**src/rtl/fft_sched_pkg.sv**
```systemverilog
// Shared definitions for the in-place radix-2 FFT butterfly scheduler:
// state encoding plus size helpers derived from the stage count.
package fft_sched_pkg;

    typedef enum logic [1:0] {
        IDLE  = 2'd0,
        RUN   = 2'd1,
        DRAIN = 2'd2,
        DONE  = 2'd3
    } state_e;

    localparam int DEF_STAGES   = 4;
    localparam int DEF_PIPE_LAT = 3;

    // NPTS = 1 << STAGES
    function automatic int npts_of(input int stages);
        return 1 << stages;
    endfunction

    // Butterflies per stage, NPTS/2
    function automatic int nbfly_of(input int stages);
        return npts_of(stages) / 2;
    endfunction

    function automatic int addr_w(input int stages);
        return stages;
    endfunction

    function automatic int tw_w(input int stages);
        return stages - 1;
    endfunction

endpackage

```
**src/rtl/fft_bfly_addr_gen.sv**
```systemverilog
// Combinational butterfly address generator: (stage, k) -> top/bottom
// sample addresses and twiddle index for an in-place DIT FFT.
module fft_bfly_addr_gen
    import fft_sched_pkg::*;
#(
    parameter int STAGES = DEF_STAGES
) (
    input  logic [STAGES-1:0] i_stage,
    input  logic [STAGES-2:0] i_k,
    output logic [STAGES-1:0] o_addr_a,
    output logic [STAGES-1:0] o_addr_b,
    output logic [STAGES-2:0] o_tw_idx
);

    logic [STAGES-1:0] k_ext;
    logic [STAGES-1:0] half;
    logic [STAGES-1:0] pos;
    logic [STAGES-1:0] hi;
    logic [STAGES-2:0] pos_lo;

    always_comb begin
        k_ext    = {1'b0, i_k};
        half     = STAGES'(1) << i_stage;
        pos      = k_ext & (half - STAGES'(1));
        // Insert a zero bit at position 'stage' to split k into group/offset
        hi       = (k_ext >> i_stage) << (i_stage + STAGES'(1));
        o_addr_a = hi | pos;
        o_addr_b = o_addr_a | half;
        // pos < 2^stage <= 2^(STAGES-1), so the top bit is always zero here
        pos_lo   = pos[STAGES-2:0];
        o_tw_idx = pos_lo << (STAGES'(STAGES - 1) - i_stage);
    end

endmodule

```
**src/rtl/fft_bfly_scheduler.sv**
```systemverilog
// Sequencer sharing one butterfly across all FFT stages: issues dual reads,
// twiddle indices and PIPE_LAT-delayed write-backs, then pulses o_done.
module fft_bfly_scheduler
    import fft_sched_pkg::*;
#(
    parameter int STAGES   = DEF_STAGES,
    parameter int PIPE_LAT = DEF_PIPE_LAT
) (
    input  logic              i_clk,
    input  logic              i_rst,
    input  logic              i_start,
    output logic              o_busy,
    output logic              o_done,
    output logic [STAGES-1:0] o_stage,
    output logic              o_rd_en,
    output logic [STAGES-1:0] o_rd_addr_a,
    output logic [STAGES-1:0] o_rd_addr_b,
    output logic [STAGES-2:0] o_tw_idx,
    output logic              o_wr_en,
    output logic [STAGES-1:0] o_wr_addr_a,
    output logic [STAGES-1:0] o_wr_addr_b
);

    localparam int AW = addr_w(STAGES);
    localparam int TW = tw_w(STAGES);
    localparam int NB = nbfly_of(STAGES);
    localparam int DW = (PIPE_LAT > 1) ? $clog2(PIPE_LAT) : 1;

    localparam logic [TW-1:0] K_LAST     = TW'(NB - 1);
    localparam logic [AW-1:0] STAGE_LAST = AW'(STAGES - 1);
    localparam logic [DW-1:0] DRAIN_LAST = DW'(PIPE_LAT - 1);

    state_e        state_q, state_d;
    logic [AW-1:0] stage_q, stage_d;
    logic [TW-1:0] k_q, k_d;
    logic [DW-1:0] drain_q, drain_d;

    logic          rd_en_q, rd_en_d;
    logic [AW-1:0] rd_a_q, rd_a_d;
    logic [AW-1:0] rd_b_q, rd_b_d;
    logic [TW-1:0] tw_q, tw_d;

    logic [AW-1:0] gen_a, gen_b;
    logic [TW-1:0] gen_tw;

    logic          pipe_en_q [PIPE_LAT];
    logic [AW-1:0] pipe_a_q  [PIPE_LAT];
    logic [AW-1:0] pipe_b_q  [PIPE_LAT];

    // Addresses are generated for the upcoming cycle so the read port is registered
    fft_bfly_addr_gen #(
        .STAGES(STAGES)
    ) u_addr_gen (
        .i_stage (stage_d),
        .i_k     (k_d),
        .o_addr_a(gen_a),
        .o_addr_b(gen_b),
        .o_tw_idx(gen_tw)
    );

    always_comb begin
        state_d = state_q;
        stage_d = stage_q;
        k_d     = k_q;
        drain_d = drain_q;
        case (state_q)
            IDLE: begin
                if (i_start) begin
                    state_d = RUN;
                    stage_d = '0;
                    k_d     = '0;
                end
            end
            RUN: begin
                if (k_q == K_LAST) begin
                    state_d = DRAIN;
                    drain_d = '0;
                end else begin
                    k_d = k_q + TW'(1);
                end
            end
            DRAIN: begin
                if (drain_q == DRAIN_LAST) begin
                    if (stage_q == STAGE_LAST) begin
                        state_d = DONE;
                    end else begin
                        state_d = RUN;
                        stage_d = stage_q + AW'(1);
                        k_d     = '0;
                    end
                end else begin
                    drain_d = drain_q + DW'(1);
                end
            end
            DONE:    state_d = IDLE;
            default: state_d = IDLE;
        endcase

        rd_en_d = (state_d == RUN);
        rd_a_d  = rd_en_d ? gen_a  : '0;
        rd_b_d  = rd_en_d ? gen_b  : '0;
        tw_d    = rd_en_d ? gen_tw : '0;
    end

    always_ff @(posedge i_clk) begin
        if (i_rst) begin
            state_q <= IDLE;
            stage_q <= '0;
            k_q     <= '0;
            drain_q <= '0;
            rd_en_q <= 1'b0;
            rd_a_q  <= '0;
            rd_b_q  <= '0;
            tw_q    <= '0;
        end else begin
            state_q <= state_d;
            stage_q <= stage_d;
            k_q     <= k_d;
            drain_q <= drain_d;
            rd_en_q <= rd_en_d;
            rd_a_q  <= rd_a_d;
            rd_b_q  <= rd_b_d;
            tw_q    <= tw_d;
        end
    end

    // Write-back is the read strobe/addresses delayed by the read+butterfly latency
    always_ff @(posedge i_clk) begin
        if (i_rst) begin
            for (int i = 0; i < PIPE_LAT; i++) begin
                pipe_en_q[i] <= 1'b0;
                pipe_a_q[i]  <= '0;
                pipe_b_q[i]  <= '0;
            end
        end else begin
            pipe_en_q[0] <= rd_en_q;
            pipe_a_q[0]  <= rd_a_q;
            pipe_b_q[0]  <= rd_b_q;
            for (int i = 1; i < PIPE_LAT; i++) begin
                pipe_en_q[i] <= pipe_en_q[i-1];
                pipe_a_q[i]  <= pipe_a_q[i-1];
                pipe_b_q[i]  <= pipe_b_q[i-1];
            end
        end
    end

    assign o_busy      = (state_q == RUN) || (state_q == DRAIN);
    assign o_done      = (state_q == DONE);
    assign o_stage     = stage_q;
    assign o_rd_en     = rd_en_q;
    assign o_rd_addr_a = rd_a_q;
    assign o_rd_addr_b = rd_b_q;
    assign o_tw_idx    = tw_q;
    assign o_wr_en     = pipe_en_q[PIPE_LAT-1];
    assign o_wr_addr_a = pipe_a_q[PIPE_LAT-1];
    assign o_wr_addr_b = pipe_b_q[PIPE_LAT-1];

endmodule

```
**config.mk**
```make
export PLATFORM = sky130hd
export DESIGN_NAME = fft_bfly_scheduler
export DESIGN_NICKNAME = d
export VERILOG_FILES = /design/src/rtl/fft_sched_pkg.sv /design/src/rtl/fft_bfly_addr_gen.sv /design/src/rtl/fft_bfly_scheduler.sv
export SDC_FILE = /design/constraint.sdc
export NUM_CORES = 1
export LEC_CHECK = 0
export ABC_AREA = 1
export BUFFER_PORTS_ARGS = -buffer_cell sky130_fd_sc_hd__buf_4
export CAP_MARGIN = 20
export CORE_ASPECT_RATIO = 0.5
export CORE_MARGIN = 2
export CORE_UTILIZATION = 35
export CTS_CLUSTER_DIAMETER = 200
export DETAILED_ROUTE_END_ITERATION = 6
export GPL_TIMING_DRIVEN = 0
export PLACE_DENSITY = 0.59
export SYNTH_ARGS = -nofsm -noshare
export SYNTH_HDL_FRONTEND = slang
export SYNTH_SLANG_ARGS = --single-unit
```
**constraint.sdc**
```tcl
create_clock -name i_clk -period 6.7 [get_ports i_clk]
set_input_delay 1.34 -clock i_clk [delete_from_list [all_inputs] [get_ports i_clk]]
set_output_delay 1.34 -clock i_clk [all_outputs]
set_load 0.02 [all_outputs]
```
==> metrics.json, run 1 <==
{
  "synthMostInstantiatedCell": {"value": "nand2_1"},
  "pwr_density_cell": {"value": 233, "unit": "nW/µm²"},
  "globalRouteTotalUtil": {"value": 13.0, "unit": "%"},
  "filler_instances": {"value": 666},
  "io-pin-count": {"value": 30},
  "regArea": {"value": 1000, "unit": "µm²"},
  "drt_first_pass_iters": {"value": 4},
  "initial_utilization": {"value": 36.9, "unit": "%"},
  "netlist_top_cells_area": {"value": "dfxtp_1 44%, nand2_1 10%, inv_1 9.8%"},
  "number_of_nets_in_the_layout": {"value": 361},
  "leakagePower": {"value": 0.00135, "unit": "µW"},
  "post_drt_via_cell_ratio": {"value": 4.15},
  "netSwitchingPower": {"value": 149, "unit": "µW"},
  "number_of_levels_the_h_tree_was_split_into": {"value": 2},
  "unrepaired_setup_endpoints_after_global_routing": {"value": "false"},
  "p_clk_share": {"value": 44.6, "unit": "%"},
  "grt_pass1_vias": {"value": 1644},
  "postSynthCellCount": {"value": 313},
  "die_area": {"value": 7240, "unit": "µm²"},
  "cts_tree": {"value": "done"},
  "path_clk_slew": {"value": 0.07, "unit": "ns"},
  "worst_skew_pair.late_latency": {"value": 0.29, "unit": "ns"},
  "timing.critical_path.fanout_max": {"value": 6},
  "critical_path_class": {"value": "input pin to register"},
  "crit_end_category": {"value": "register"},
  "power.internal": {"value": 500, "unit": "µW"},
  "slowest_cell_on_the_critical_path": {"value": "ha_1"},
  "placement.io_buffers": {"value": 29},
  "holdCritPathClass": {"value": "register to register"},
  "cp_common_cell": {"value": "inv_1"},
  "max_freq": {"value": 310, "unit": "MHz"},
  "final_non_filler_cell_area": {"value": 2790, "unit": "µm²"},
  "layout-drive-gt1-share": {"value": 21.4, "unit": "%"},
  "num_rows": {"value": 20},
  "critPathMaxStageDelay": {"value": 0.28, "unit": "ns"},
  "ys_seq_area_share": {"value": 43.7, "unit": "%"},
  "final_setup_viols": {"value": 0},
  "syn2layout_area_growth": {"value": 21.9, "unit": "%"},
  "post_cts.resized_instances": {"value": 0},
  "netlist.area_leader.share": {"value": 43.7, "unit": "%"},
  "ys.warnings.count": {"value": 0},
  "grt_start_max_net_pins": {"value": 18},
  "p_comb_share": {"value": 8.0, "unit": "%"},
  "gpl.final_weighted_congestion": {"value": 0.838},
  "slew-limit-headroom": {"value": 66.1, "unit": "%"},
  "route.vias.total": {"value": 1817},
  "dp_hpwl": {"value": 3360, "unit": "µm"},
  "critPathRequiredTime": {"value": 6.90, "unit": "ns"},
  "grt_antenna_before_repair": {"value": 0},
  "final.period_utilization": {"value": 48.2, "unit": "%"},
  "synth_area_leader_cell": {"value": "dfxtp_1"},
  "routedWlPerCell": {"value": 10.0, "unit": "µm"},
  "antenna-diode-count": {"value": 0},
  "reg_power_share": {"value": 47.4, "unit": "%"},
  "clock_tree.root_cell": {"value": "clkbuf_16"},
  "post_synth_most_frequent_cells": {"value": "61 x nand2_1, 60 x inv_1, 55 x nor2_1"},
  "synth_nets": {"value": 325},
  "ys_seq_elements": {"value": 50},
  "placed_area": {"value": 2620, "unit": "µm²"},
  "die_width": {"value": 118, "unit": "µm"},
  "post_synth_instance_area": {"value": 2290, "unit": "µm²"},
  "drtAntennaViolNets": {"value": 0},
  "max_cap_viol_count": {"value": 0},
  "outcome": {"value": "completed"},
  "hold_path_depth": {"value": 2},
  "swShare": {"value": 23.0, "unit": "%"},
  "timing.setup.tns": {"value": 0, "unit": "ns"},
  "cp_cell_sequence": {"value": "buf_4 > inv_1 > nand2_1 > nand2_2 > inv_1 > nand2_2 > a21oi_4 > nand2_1 > nor2_1 > inv_1 > ha_1 > nor2_1 > o21ai_0 > a211oi_1"},
  "count_of_flip_flops_with_a_built_in_enable_after_synthesis": {"value": 0},
  "maximum_clock_path_buffer_count": {"value": 2},
  "cts_made_buffers": {"value": 5},
  "vdd_ir_drop_max": {"value": 0.0814, "unit": "mV"},
  "ys_dominant_reg_cell": {"value": "dfxtp_1"},
  "totalWireLength": {"value": 4390, "unit": "µm"},
  "finalClockSkew": {"value": 0.00559, "unit": "ns"},
  "die_h": {"value": 61.2, "unit": "µm"},
  "worstPathArrival": {"value": 3.43, "unit": "ns"},
  "synthArstFlopShare": {"value": 0, "unit": "%"},
  "drt_iter0_markers": {"value": 84},
  "post-cts-setup-buffer-count": {"value": 0},
  "coreArea": {"value": 6210, "unit": "µm²"},
  "remaining_drc_errors": {"value": 0},
  "overflow": {"value": 0},
  "final_max_slew_viol_count": {"value": 0},
  "clock_sinks": {"value": 50},
  "layout_min_cycle_time": {"value": 3.23, "unit": "ns"},
  "multi_input_area": {"value": 933, "unit": "µm²"},
  "tightest_slew": {"value": 0.508, "unit": "ns"},
  "hold_buffers": {"value": 0},
  "hold_viol": {"value": 0},
  "grt_pass1_wl": {"value": 7450, "unit": "µm"},
  "synthDistinctLibCells": {"value": 31},
  "crit_path_start_kind": {"value": "input pin"},
  "worst_reg_to_reg_cells": {"value": 14},
  "post_synth.cell_area_avg": {"value": 7.32, "unit": "µm²"}
}
final cells by class:
cell class,count,share of cell area [%]
clock inverters,3,1.70
flip-flops and latches,50,35.9
repair buffers,29,7.80
well taps,88,3.95
multi-input cells,182,33.5
clock buffers,5,4.48
plain buffers,14,3.63
inverters,67,9.10
final timing paths:
kind / startpoint / slack, ns / endpoint
min: pipe_b_q[0][6] / 0.40 / pipe_b_q[0][10]
max reg2reg: state_q[0] / 3.83 / o_tw_idx[1]
max: i_start / 3.47 / o_tw_idx[1]
min reg2reg: pipe_b_q[0][6] / 0.40 / pipe_b_q[0][10]
stage by stage:
step	instances	setup slack (ns)	total power (µW)	util (%)	hold slack [ns]
final	438	3.47	649	45.0	0.399
after global routing	438	3.27	677	45.0	0.413
after detailed placement	430	3.23	367	42.2	0.392
after CTS	438	3.52	659	45.0	0.401
after floorplan	313	3.67	351	-	0.388
after global placement	430	3.22	365	42.2	0.391
layout by cell type (no fill, tap or decap), types with 2 or more instances in the layout:
| master | count |
|---|---|
| buf_4 | 37 |
| a21oi_1 | 6 |
| clkbuf_1 | 4 |
| inv_1 | 60 |
| nor2_1 | 55 |
| ha_1 | 9 |
| o21bai_1 | 2 |
| nor3_1 | 3 |
| clkbuf_16 | 5 |
| o21ai_1 | 4 |
| inv_2 | 6 |
| nor2_2 | 4 |
| a21oi_2 | 2 |
| nand3_2 | 2 |
| nand3_1 | 13 |
| a211oi_1 | 2 |
| nand2_2 | 7 |
| nand2_1 | 61 |
| nand2_4 | 2 |
| dfxtp_1 | 50 |
| o21ai_2 | 2 |
layer usage:
metal	global-route usage, %	up-vias	share of wire (%)
met1	17.4	784	51
met3	3.06	3	5.5
li1	-	991	-
met4	3.91	0	0.57
met5	0	-	0
met2	21.3	39	43
power groups by stage:
stage	clock network [µW]	logic, µW	registers [µW]
floorplan	0	34.6	317
global placement	0	51.2	314
detailed placement	0	52.2	314
CTS	299	52.4	308
global route	310	59.0	308
finish	290	52.1	308
kinds of logic after synthesis:
| group | count (synthesis) | share of synthesized area (%) |
|---|---|---|
| compound gates | 22 | 6.56 |
| flops | 50 | 43.7 |
| fa+ha+maj | 9 | 4.92 |
| xor+xnor | 2 | 0.765 |
| buf+inv | 81 | 15.5 |
| simple gates | 149 | 28.5 |
state kept, by name (all words and copies together), names as in the netlist:
| signal | count |
|---|---|
| drain_q | 2 |
| k_q | 3 |
| o_rd_addr_a | 4 |
| o_rd_addr_b | 4 |
| o_rd_en | 1 |
| o_stage | 4 |
| o_tw_idx | 3 |
| pipe_a_q | 12 |
| pipe_b_q | 12 |
| pipe_en_q | 3 |
| state_q | 2 |
worst max-delay path, delay by kind of cell:
family                     cells  cell delay (ns)
adders and majority gates      1             0.28
AOI/OAI and AO/OA              3             0.56
and+or+nand+nor                6             0.96
buffers and inverters          4             0.31
No activity file was read; power rests on OpenSTA's default activity.
==> inputs of run 2 (changes only) <==
Settings changed: PLACE_DENSITY 0.59 to 0.61.
Clock period 6.7 ns to 2.8 ns, I/O delays scaled along.
==> metrics.json, run 2 (synthesis results as in run 1) <==
{
  "hold_viol": {"value": 0},
  "drt_iter0_markers": {"value": 81},
  "die_h": {"value": 61.2, "unit": "µm"},
  "overflow": {"value": 0},
  "largest_registers": {"value": "pipe_a_q: 12 flops, pipe_b_q: 12 flops"},
  "worst_reg_to_reg_cells": {"value": 15},
  "die_width": {"value": 118, "unit": "µm"},
  "layout_min_cycle_time": {"value": 2.59, "unit": "ns"},
  "grt_antenna_before_repair": {"value": 0},
  "grt_pass1_vias": {"value": 1591},
  "final_max_slew_viol_count": {"value": 0},
  "dp_hpwl": {"value": 3350, "unit": "µm"},
  "hold_path_depth": {"value": 2},
  "finalClockSkew": {"value": 0.00291, "unit": "ns"},
  "io-pin-count": {"value": 30},
  "number_of_levels_the_h_tree_was_split_into": {"value": 2},
  "layout_setup_ws": {"value": 0.208, "unit": "ns"},
  "holdCritPathClass": {"value": "register to register"},
  "timing.critical_path.fanout_max": {"value": 8},
  "drtAntennaViolNets": {"value": 0},
  "post-cts-setup-buffer-count": {"value": 0},
  "antenna-diode-count": {"value": 0},
  "crit_end_category": {"value": "register"},
  "syn2layout_area_growth": {"value": 22.8, "unit": "%"},
  "path_clk_slew": {"value": 0.07, "unit": "ns"},
  "pre_cts_ws": {"value": 0.0406, "unit": "ns"},
  "initial_utilization": {"value": 36.9, "unit": "%"},
  "totalWireLength": {"value": 4360, "unit": "µm"},
  "worst_skew_pair.late_latency": {"value": 0.29, "unit": "ns"},
  "final.period_utilization": {"value": 92.6, "unit": "%"},
  "critPathMaxStageDelay": {"value": 0.36, "unit": "ns"},
  "clock_tree.root_cell": {"value": "clkbuf_16"},
  "worstPathArrival": {"value": 2.80, "unit": "ns"},
  "tightest_slew": {"value": 0.489, "unit": "ns"},
  "grt_pass1_wl": {"value": 7430, "unit": "µm"},
  "filler_instances": {"value": 665},
  "unrepaired_setup_endpoints_after_global_routing": {"value": "false"},
  "crit_path_start_kind": {"value": "register"},
  "pwr_density_cell": {"value": 528, "unit": "nW/µm²"},
  "grt_start_max_net_pins": {"value": 19},
  "drt_first_pass_iters": {"value": 4},
  "layout.cells.most_common": {"value": "inv_1"},
  "route.vias.total": {"value": 1837},
  "timing.setup.tns": {"value": 0, "unit": "ns"},
  "max_freq": {"value": 386, "unit": "MHz"},
  "startpoint": {"value": "state_q[0]"},
  "gpl.final_weighted_congestion": {"value": 0.870},
  "num_rows": {"value": 20},
  "max_cap_viol_count": {"value": 0},
  "die_area": {"value": 7240, "unit": "µm²"},
  "slowest_cell_on_the_critical_path": {"value": "dfxtp_2"},
  "most-common-layout-cells": {"value": "59 x inv_1, 58 x nand2_1, 52 x nor2_1"},
  "rrSetupSlack": {"value": 0.21, "unit": "ns"},
  "slew-limit-headroom": {"value": 67.4, "unit": "%"},
  "cts_tree": {"value": "done"},
  "leakagePower": {"value": 0.00135, "unit": "µW"},
  "post_drt_via_cell_ratio": {"value": 4.19},
  "critical_path_class": {"value": "register to register"},
  "clock_sinks": {"value": 50},
  "maximum_clock_path_buffer_count": {"value": 2},
  "final_setup_viols": {"value": 0},
  "remaining_drc_errors": {"value": 0},
  "routedWlPerCell": {"value": 9.94, "unit": "µm"},
  "layout-drive-gt1-share": {"value": 24.0, "unit": "%"},
  "r2r_start": {"value": "state_q[0]"},
  "critPathRequiredTime": {"value": 3.01, "unit": "ns"},
  "cts_made_buffers": {"value": 5},
  "placement.io_buffers": {"value": 29},
  "globalRouteTotalUtil": {"value": 13.2, "unit": "%"},
  "number_of_nets_in_the_layout": {"value": 361},
  "vdd_ir_drop_max": {"value": 0.234, "unit": "mV"},
  "coreArea": {"value": 6210, "unit": "µm²"},
  "outcome": {"value": "completed"},
  "hold_path_startpoint": {"value": "pipe_b_q[0][1]"},
  "cp_cell_sequence": {"value": "inv_1 > ha_1 > buf_6 > nand2_1 > inv_2 > nand2_1 > nor2_1 > a21oi_4 > nand2_2 > nor2_4 > inv_1 > ha_1 > nor2_2 > o21ai_0 > a211oi_1"}
}
[run 2: critical path, delay by kind of cell (launching register included)]
kind,cells,cell delay [ns]
AND/OR/NAND/NOR,6,0.79
AO/OA/AOI/OAI,3,0.54
adder cells (fa/ha/maj),2,0.51
flip-flops,1,0.36
buffers and inverters,4,0.30
[run 2: metrics by stage]
stage | instance area [µm²] | power [µW] | hold slack [ns] | util [%] | instances
after global placement | 2620 | 873 | 0.392 | 42.2 | 430
after CTS | 2770 | 1500 | 0.403 | 44.7 | 438
after floorplan | 2290 | 841 | 0.388 | - | 313
final | 2810 | 1480 | 0.402 | 45.3 | 438
after global routing | 2810 | 1550 | 0.415 | 45.3 | 438
after detailed placement | 2620 | 876 | 0.394 | 42.2 | 430
[run 2: worst paths after layout]
path | endpoint
setup reg to reg | o_tw_idx[1]
hold / removal | pipe_b_q[0][5]
setup / recovery | o_tw_idx[1]
hold reg to reg | pipe_b_q[0][5]
[run 2: where the power goes]
part,internal [µW],switching (µW)
clock,342,281
sequential,728,7.82
combinational,44.7,81.4
[run 2: timing repair]
item	4_1_cts	5_1_grt
hold buffers	0	0
gates resized for setup	0	13
setup endpoints to repair	0	7
[run 2: routing by layer]
| layer | vias up | wire length [µm] | GRT usage [%] | part of all wire, % |
|---|---|---|---|---|
| li1 | 993 | - | - | - |
| met1 | 804 | 2230 | 18.1 | 51 |
| met2 | 31 | 1840 | 19.5 | 42 |
| met3 | 9 | 194 | 3.24 | 4.5 |
| met4 | 0 | 91 | 7.82 | 2.1 |
| met5 | - | 0 | 0 | 0 |
[run 2: final cells by class]
type / count / area [µm²] / share of cell area, %
sequential: 50 / 1000 / 35.7
multi-input combinational: 182 / 971 / 34.5
inverter: 67 / 254 / 9.03
timing repair buffer: 29 / 218 / 7.74
clock buffer: 5 / 125 / 4.45
tap: 88 / 110 / 3.92
buffer: 14 / 101 / 3.60
clock inverter: 3 / 28.8 / 1.02
==> inputs of run 3 (changes only) <==
Settings changed: BUFFER_PORTS_ARGS -buffer_cell sky130_fd_sc_hd__buf_4 to unset, CORE_MARGIN 2 to unset, DONT_BUFFER_PORTS set to 1, PLACE_DENSITY 0.61 to unset.
==> metrics.json, run 3 (synthesis results as in run 1) <==
{
  "layout.cells.most_common": {"value": "inv_1"},
  "max_freq": {"value": 384, "unit": "MHz"},
  "endpoint": {"value": "o_tw_idx[1]"},
  "pre_cts_ws": {"value": -0.0137, "unit": "ns"},
  "maximum_clock_path_buffer_count": {"value": 2},
  "antenna-diode-count": {"value": 0},
  "slew-limit-headroom": {"value": 68.2, "unit": "%"},
  "drt_iter0_markers": {"value": 148},
  "hold_viol": {"value": 0},
  "grt_start_max_net_pins": {"value": 17},
  "leakagePower": {"value": 0.00118, "unit": "µW"},
  "grt_pass1_vias": {"value": 1589},
  "grt_antenna_before_repair": {"value": 0},
  "most-common-layout-cells": {"value": "60 x inv_1, 59 x nand2_1, 52 x nor2_1"},
  "power.total": {"value": 1460, "unit": "µW"},
  "final_max_slew_viol_count": {"value": 0},
  "route.vias.total": {"value": 1728},
  "crit_path_start_kind": {"value": "register"},
  "worstPathArrival": {"value": 2.79, "unit": "ns"},
  "layout_setup_ws": {"value": 0.196, "unit": "ns"},
  "rrSetupSlack": {"value": 0.20, "unit": "ns"},
  "clock_tree.root_cell": {"value": "clkbuf_16"},
  "vdd_ir_drop_max": {"value": 0.278, "unit": "mV"},
  "die_width": {"value": 116, "unit": "µm"},
  "crit_end_category": {"value": "register"},
  "worst_skew_pair.late_latency": {"value": 0.29, "unit": "ns"},
  "post-cts-setup-buffer-count": {"value": 0},
  "drtAntennaViolNets": {"value": 0},
  "final.period_utilization": {"value": 93.0, "unit": "%"},
  "coreArea": {"value": 6180, "unit": "µm²"},
  "path_clk_slew": {"value": 0.07, "unit": "ns"},
  "critPathRequiredTime": {"value": 2.99, "unit": "ns"},
  "max_cap_viol_count": {"value": 0},
  "layout-drive-gt1-share": {"value": 16.8, "unit": "%"},
  "holdCritPathClass": {"value": "register to register"},
  "finalClockSkew": {"value": 0.00602, "unit": "ns"},
  "die_area": {"value": 6890, "unit": "µm²"},
  "globalRouteTotalUtil": {"value": 13.9, "unit": "%"},
  "syn2layout_area_growth": {"value": 12.8, "unit": "%"},
  "placement.io_buffers": {"value": 0},
  "critical_path_class": {"value": "register to register"},
  "startpoint": {"value": "state_q[0]"},
  "largest_registers": {"value": "pipe_a_q: 12 flops, pipe_b_q: 12 flops"},
  "worst_reg_to_reg_cells": {"value": 15},
  "gpl.final_weighted_congestion": {"value": 0.852},
  "overflow": {"value": 0},
  "drt_first_pass_iters": {"value": 4},
  "io-pin-count": {"value": 30},
  "layout_min_cycle_time": {"value": 2.60, "unit": "ns"},
  "filler_instances": {"value": 623},
  "dp_hpwl": {"value": 3310, "unit": "µm"},
  "pwr_density_cell": {"value": 565, "unit": "nW/µm²"},
  "final_setup_viols": {"value": 0},
  "clock_sinks": {"value": 50},
  "timing.setup.tns": {"value": 0, "unit": "ns"},
  "grt_pass1_wl": {"value": 7330, "unit": "µm"},
  "outcome": {"value": "completed"},
  "post_drt_via_cell_ratio": {"value": 4.22},
  "r2r_start": {"value": "state_q[0]"},
  "routedWlPerCell": {"value": 10.5, "unit": "µm"},
  "timing.critical_path.fanout_max": {"value": 8},
  "initial_utilization": {"value": 37.0, "unit": "%"},
  "number_of_nets_in_the_layout": {"value": 332},
  "totalWireLength": {"value": 4280, "unit": "µm"},
  "cts_made_buffers": {"value": 5},
  "cts_tree": {"value": "done"},
  "die_h": {"value": 59.2, "unit": "µm"},
  "remaining_drc_errors": {"value": 0},
  "number_of_levels_the_h_tree_was_split_into": {"value": 2},
  "num_rows": {"value": 20},
  "rr_endpoint": {"value": "o_tw_idx[1]"},
  "tightest_slew": {"value": 0.477, "unit": "ns"}
}
run 3: cell count changes in the layout (fill, tap and decap cells not counted), sizes merged:
cell,delta
inv,-1
clkinv,-1
clkbuf,+1
buf,-29
clkinvlp,+1
run 3: worst min-delay path by stage:
stage,to,slack [ns],cells past startpoint,from
floorplan,pipe_a_q[0][10],0.39,2,pipe_a_q[0][6]
global placement,pipe_b_q[0][4],0.39,2,pipe_b_q[0][0]
detailed placement,pipe_b_q[0][7],0.39,2,pipe_b_q[0][3]
CTS,pipe_b_q[0][7],0.40,2,pipe_b_q[0][3]
global route,pipe_en_q[0][2],0.41,2,pipe_en_q[0][1]
finish,pipe_a_q[0][5],0.40,2,pipe_a_q[0][1]
run 3: what timing repair did:
action / in CTS / in global routing
endpoints found under the setup margin: 1 / 8
gates resized for setup: 1 / 9
hold buffers: 0 / 0
pin swaps: 0 / 2
run 3: area by class of cell:
type	count	area, µm²	area share, %
tap	88	110	4.26
clock buffer	6	139	5.38
clock inverter	2	16.3	0.630
multi-input combinational	182	958	37.1
buffer	14	101	3.92
inverter	67	254	9.84
sequential	50	1000	38.9
run 3: power by group:
group	leakage, µW	internal [µW]	total (µW)	switching (µW)
sequential	0.000405	728	745	16.3
combinational	0.000705	33.6	103	69.5
clock	0.0000735	358	612	254
run 3: critical path, cell delays in order, from the launching register on:
cell and delay (ns):
dfxtp_2 0.36, inv_1 0.08, ha_1 0.21, buf_6 0.15, inv_4 0.07, nor2_1 0.06
nor2_2 0.11, nand2_1 0.08, a21oi_2 0.30, nand2_2 0.14, nor2_4 0.15, inv_2 0.06
ha_1 0.28, nor2_2 0.17, o21ai_0 0.10, a211oi_1 0.21
run 3: routing by layer:
metal  part of all wire, %  track usage [%]
met2                    44             22.2
met1                    49             18.3
met5                     0                0
met3                   6.1             4.40
met4                  0.47             3.48
run 3: metrics by stage:
step	hold WS (ns)	utilization [%]	cells	cell area, µm²
finish	0.399	41.8	409	2580
global route	0.413	41.8	409	2580
CTS	0.401	41.4	409	2560
detailed placement	0.392	38.8	401	2400
global placement	0.393	38.8	401	2400
floorplan	0.388	-	313	2290
